<file path="config.mk">
export PLATFORM = sky130hd
export DESIGN_NAME = dmem_arb
export DESIGN_NICKNAME = d
export VERILOG_FILES = /design/src/rtl/dmem_arb.sv
export SDC_FILE = /design/constraint.sdc
export NUM_CORES = 1
export LEC_CHECK = 0
export ABC_AREA = 1
export CORE_MARGIN = 10
export CORE_UTILIZATION = 38
export CTS_CLUSTER_SIZE = 12
export DETAILED_ROUTE_END_ITERATION = 6
export PLACE_DENSITY = 0.87
export SYNTH_ARGS = -nofsm -noshare
export SYNTH_HDL_FRONTEND = slang
export SYNTH_SLANG_ARGS = --single-unit
</file>
<file path="constraint.sdc">
create_clock -name clk -period 1.55 [get_ports clk]
set_input_delay 0.31 -clock clk [delete_from_list [all_inputs] [get_ports clk]]
set_output_delay 0.31 -clock clk [all_outputs]
set_load 0.005 [all_outputs]
</file>
<file path="src/rtl/dmem_arb.sv">
// dmem_arb: round-robin arbiter letting two CPUs share one line-wide d_mem port.
// Define DMEM_ARB_TIMEOUT_EN to add an ACCESS watchdog that completes with a poison line and sets err.
module dmem_arb (
  input  logic        clk,
  input  logic        rst,
  input  logic [10:0] cpu0_u_addr,
  input  logic        cpu0_u_re,
  input  logic        cpu0_u_we,
  input  logic [63:0] cpu0_d_line,
  input  logic [10:0] cpu1_u_addr,
  input  logic        cpu1_u_re,
  input  logic        cpu1_u_we,
  input  logic [63:0] cpu1_d_line,
  output logic        cpu0_u_rdy,
  output logic        cpu1_u_rdy,
  output logic [63:0] u_rd_data,
  output logic [10:0] mem_addr,
  output logic        mem_re,
  output logic        mem_we,
  output logic [63:0] mem_wdata,
  input  logic [63:0] mem_rd_data,
  input  logic        mem_rdy,
  output logic        owner,
  output logic        busy,
  output logic        err
);

  typedef enum logic [1:0] {IDLE, ACCESS, RESP} state_t;

  localparam logic [63:0] POISON_LINE = 64'hDEAD_DEAD_DEAD_DEAD;

  state_t state, state_nxt;
  logic   last_owner;
  logic   req0, req1;
  logic   grant_valid, grant_id, grant_we;
  logic   timed_out;

  assign req0        = cpu0_u_re | cpu0_u_we;
  assign req1        = cpu1_u_re | cpu1_u_we;
  assign grant_valid = req0 | req1;
  // On a tie the CPU that was not served last wins; otherwise the lone requester.
  assign grant_id    = (req0 && req1) ? ~last_owner : ~req0;
  assign grant_we    = grant_id ? cpu1_u_we : cpu0_u_we;
  assign busy        = (state != IDLE);

`ifdef DMEM_ARB_TIMEOUT_EN
  logic [7:0] tmo_cnt;
  logic       err_q;

  assign timed_out = (state == ACCESS) && !mem_rdy && (tmo_cnt == 8'd254);
  assign err       = err_q;

  always_ff @(posedge clk) begin
    if (rst) begin
      tmo_cnt <= 8'd0;
      err_q   <= 1'b0;
    end else begin
      if (state == IDLE && grant_valid)
        tmo_cnt <= 8'd0;
      else if (state == ACCESS && !mem_rdy)
        tmo_cnt <= tmo_cnt + 8'd1;
      if (timed_out)
        err_q <= 1'b1;
    end
  end
`else
  assign timed_out = 1'b0;
  assign err       = 1'b0;
`endif

  always_ff @(posedge clk) begin
    if (rst)
      state <= IDLE;
    else
      state <= state_nxt;
  end

  always_comb begin
    state_nxt  = state;
    cpu0_u_rdy = 1'b0;
    cpu1_u_rdy = 1'b0;
    case (state)
      IDLE:    if (grant_valid) state_nxt = ACCESS;
      ACCESS:  if (mem_rdy || timed_out) state_nxt = RESP;
      RESP: begin
        state_nxt  = IDLE;
        cpu0_u_rdy = ~owner;
        cpu1_u_rdy = owner;
      end
      default: state_nxt = IDLE;
    endcase
  end

  // Transaction fields are captured once at grant so the memory side never sees requester churn.
  always_ff @(posedge clk) begin
    if (rst) begin
      last_owner <= 1'b1;
      owner      <= 1'b0;
      mem_addr   <= 11'd0;
      mem_wdata  <= 64'd0;
      mem_re     <= 1'b0;
      mem_we     <= 1'b0;
      u_rd_data  <= 64'd0;
    end else begin
      case (state)
        IDLE: begin
          if (grant_valid) begin
            owner     <= grant_id;
            mem_addr  <= grant_id ? cpu1_u_addr : cpu0_u_addr;
            mem_wdata <= grant_id ? cpu1_d_line : cpu0_d_line;
            mem_we    <= grant_we;
            mem_re    <= ~grant_we;
          end
        end
        ACCESS: begin
          if (timed_out) begin
            mem_re    <= 1'b0;
            mem_we    <= 1'b0;
            u_rd_data <= POISON_LINE;
          end else if (mem_rdy) begin
            mem_re <= 1'b0;
            mem_we <= 1'b0;
            if (mem_re)
              u_rd_data <= mem_rd_data;
          end
        end
        RESP:    last_owner <= owner;
        default: ;
      endcase
    end
  end

endmodule
</file>
# Yosys cells after proc, flatten, opt, wreduce, memory -nomap -nowiden
# Index checks and enable logic that the tools add are counted.
# word_totals
ff_bits	145
latchBits	0
ramBits	0
romBits	0
in_bits	221
output_inout_bits	146
mem_count	0
# classes
addsub	0
multipliers	0
n_div	0
order_cmp	0
n_eq_ne	4
n_shift	0
n_mux	14
n_bitwise	7
reduce_logical	8
# ops
cell	count
64-bit 2-to-1 mux	1
11-bit 2-to-1 mux	1
1-bit 2-to-1 mux	7
3-bit AND reduction	2
2-bit 2-to-1 mux	2
2-bit != test, second input constant	2
1-bit NOT	4
1-bit one-hot mux with 2 select lines	2
2-bit one-hot mux with 2 select lines	1
2-bit AND reduction	2
2-bit nonzero test	2
1-bit OR	3
2-bit by 1-bit equality test with 1-bit output, second input constant	1
2-bit equality test, second input constant	1
2-bit logical NOT	1
1-bit logical AND	1

# Logic depth before layout (Yosys ltp)
# depth
word_depth	7
ltp_mapped	10
depth_no_buf	8

# Least setup slack after synthesis
# No wires, ideal clock.
# synth_timing
kind	in2reg
startpoint	input port cpu0_u_re
endpoint	register mem_wdata[26]
setup_time_ns	0.109
arrival_ns	1.224
t_required_ns	1.441
setup_slack_ns	0.217
stages	10
path_buffers	2
path_cell_list	nor2_2 > inv_1 > nand2_1 > inv_2 > buf_2 > buf_2 > nand2_1 > nand3_1 > nand2_1 > inv_1
# synth_between
elab_chain_cells	4
word_cells_on_any_way	7
# synth_lines
item	line_no	text
start, declared	7	input logic cpu0_u_re,
1-bit OR (*)	38	assign req0 = cpu0_u_re | cpu0_u_we;
1-bit logical AND or 1-bit NOT (tied branches)	42	assign grant_id = (req0 && req1) ? ~last_owner : ~req0;
1-bit 2-to-1 mux	42	
64-bit 2-to-1 mux	110	mem_wdata <= grant_id ? cpu1_d_line : cpu0_d_line;
end signal, assigned	110	
end, declared	20	output logic [63:0] mem_wdata,
# Every way passes the cells marked *; elsewhere a longest branch is shown, timed or not.
# A chain may end at the register's enable or synchronous reset.

# Final worst setup path
# layout_timing
startpoint	register state[1]
endpoint	output port busy
# layout_between
elab_chain_cells	1
# layout_lines
item	line_no	text
start, declared	32	state_t state, state_nxt;
start signal, assigned	75	state <= state_nxt;
2-bit nonzero test	44	assign busy = (state != IDLE);
end, declared	24	output logic busy,
# Every way passes these cells.

==> flow_metrics.tcl <==
set metrics [dict create \
    ys_warn_count 0 \
    fin_nets 1546 \
    grtUsageTotal_pct 22.1 \
    dr.pass1.iters 5 \
    finClkSkew_ns 0.0107 \
    routed_wl_mm 25.7 \
    vias 7233 \
    swShare_pct 27.5 \
    ys_seq_area_share_pct 46.5 \
    combPwrFrac_pct 22.8 \
    ys_ff_latch 145 \
    p_clk_share_pct 38.8 \
    whs_path_depth 5 \
    worstSetupPathType "reg -> out" \
    clk_latency_ns 0.42 \
    r2r_slack_ns 0.12 \
    avgSynthCellArea_um2 6.47 \
    reg2reg_depth 7 \
    postRouteAntennaNets 0 \
    syn2layout_area_growth_pct 73.1 \
    synth_top_area_cell "dfxtp_1" \
    coreArea_um2 16000 \
    maxCapViolCount 0 \
    hpwl_mm 19.4 \
    multi_input_comb_area_um2 2760 \
    internal-power_mw 7.92 \
    start_kind "flip-flop" \
    grt_max_degree 79 \
    viasPerCell 4.66 \
    synth.cell_area_um2 6250 \
    vdd_drop_max_mv 0.670 \
    diodes 0 \
    cts_buffer_depth 2 \
    floorplan.die.width_um 148 \
    netlist.area_leader.share_pct 46.5 \
    syn_inst 966 \
    p_seq_share_pct 38.4 \
    start_util_pct 39.1 \
    clock_sinks 145 \
    hold_start "rst" \
    antenna_found_initial 0 \
    grt_pass1_vias 7123 \
    finalPower_mw 10.9 \
    wl_per_cell_um 16.6 \
    slew_violations 0 \
    n_fill_cell 1327 \
    cts-root-buf "clkbuf_16" \
    p_per_area_nw_per_um2 1010 \
    htreeDepth 4 \
    outcome "completed" \
    min_to "u_rd_data[57]" \
    die_h_um 148 \
    portBuffers 365 \
    rsz0062_at_grt "false" \
    place_congestion 0.864 \
    fmax_mhz 674 \
    netlist-cell-type-count 17 \
    hold_viol_final 0 \
    cp-end-kind "output pin" \
    cp_data_arrival_time_ns 1.17 \
    cts_tree "built" \
    fin_area_um2 10800 \
    grt_pass1_wl_mm 38.7 \
    pin_count 367 \
    die-area_um2 22000 \
    drc 0 \
    cpPeakStageDelay_ns 0.36 \
    utilization_pct 67.6 \
    worstPathCellList "nor2_4 > inv_2 > clkdlybuf4s15_1" \
    worstHoldPathType "in -> reg" \
    final-setup-viol-count 0 \
    ys_top_cells_by_area "dfxtp_1 (46%), nor2_1 (17%), nand2_1 (14%), nand3_1 (6.5%), o21ai_0 (5.1%)" \
    numCtsBuffers 17 \
    clkTransAtPathRegs_ns 0.07 \
    worstPathMaxFanout 4 \
    period_needed_ns 1.48 \
    grt_overflow 0 \
    fin_crit_sh_pct 95.7 \
    p_sw_mw 3.00 \
    r2r_start "state[0]" \
    core.rowCount 46 \
    syn-num-nets 1187 \
    final-seq-area_um2 2910 \
    r2r_end "u_rd_data[14]" \
    drt_iter0_markers 464 \
    cp.required_ns 1.24 \
    slowest_stage "dfxtp_4" \
    leakage_nw 5.60 \
    drive_above_1_share_pct 6.28 \
    dpl_cell_area_um2 10300 \
]
## what timing repair did
item                                    4_1_cts  5_1_grt
endpoints found under the setup margin      146       70
cloned                                        0        2
gates resized for setup                     154        9
setup buffers                                 0        0
pin swaps                                     1        2
hold buffers                                  0        0
hold endpoints to repair                      0        0
## worst max path at each step
| stage | from | endpoint | slack (ns) |
|---|---|---|---|
| after detailed placement | cpu0_u_we | mem_we | -0.34 |
| final | state[1] | busy | 0.07 |
| after CTS | state[0] | busy | 0.0003 |
| after global placement | cpu1_u_we | mem_addr[1] | -0.27 |
| after floorplan | cpu0_u_re | mem_wdata[26] | 0.22 |
| after global routing | cpu1_u_we | mem_wdata[63] | 0.007 |
## power by group through the flow
stage / Clock (mW) / Sequential, mW / Combinational [mW]
2_1_floorplan: 0 / 4.31 / 1.02
3_3_place_gp: 0 / 4.27 / 2.61
3_5_place_dp: 0 / 4.28 / 2.67
4_1_cts: 4.34 / 4.19 / 2.48
5_1_grt: 4.49 / 4.23 / 2.77
6_report: 4.24 / 4.20 / 2.49
## placed cells by master, fill, tap and decap left out, types with 5 or more instances in the layout
cell type	Yosys	layout
nand3_1	81	81
inv_1	81	80
o21ai_0	64	64
buf_4	5	21
nand2_1	239	238
clkbuf_16	0	19
inv_6	0	5
clkdlybuf4s50_1	0	219
dfxtp_1	145	142
dlygate4sd2_1	0	142
buf_12	0	13
nor2_1	283	282
## cells in the mapped netlist
library cell	count
dfxtp_1	145
inv_2	3
a21oi_4	1
nand3_1	81
conb_1	1
inv_1	81
o21ai_0	64
buf_1	3
nand2_1	239
clkbuf_1	24
nand4_1	1
buf_4	5
a21oi_1	2
nor2_2	2
nor2_1	283
o21bai_1	1
buf_2	30
## stage by stage
stage / setup WS [ns] / TNS, ns / instances / hold slack (ns)
2_1_floorplan: 0.217 / 0 / 966 / 0.423
3_3_place_gp: -0.269 / -22.61 / 1520 / 0.462
3_5_place_dp: -0.341 / -27.90 / 1520 / 0.472
4_1_cts: 0.000275 / 0 / 1551 / 0.383
5_1_grt: 0.00692 / 0 / 1553 / 0.405
6_report: 0.0661 / 0 / 1553 / 0.404
## cell families after synthesis
| kind of cell | Yosys count | share of synthesized area, % |
|---|---|---|
| other | 1 | 0.0600 |
| buffers and inverters | 146 | 9.67 |
| AOI/OAI and AO/OA | 68 | 5.67 |
| DFF | 145 | 46.5 |
| and+or+nand+nor | 606 | 38.1 |
## area by class of cell
type                    instances  share of cell area, %
clock buffers                  17                   3.93
clock inverters                14                   1.64
inverters                      84                   2.94
multi-input cells             675                   25.5
flip-flops and latches        145                   26.9
well taps                     216                   2.50
repair buffers                402                   36.6
## per-layer routing
metal | GRT usage (%) | routed length (um)
met1 | 23.9 | 9760
met2 | 38.6 | 13000
met3 | 7.07 | 1990
met4 | 9.91 | 977
met5 | 0 | 0
## state kept, by name (all words and copies together), names as in the netlist
signal	cells
mem_re	1
mem_wdata	64
mem_we	1
u_rd_data	64
state	2
last_owner	1
owner	1
mem_addr	11
## critical path, delay by kind of cell (launching register included)
kind	cells	cell delay (ns)
buf+inv	2	0.28
flops	1	0.36
simple gates	1	0.12
Note: power is estimated with default switching activity, not from simulation.
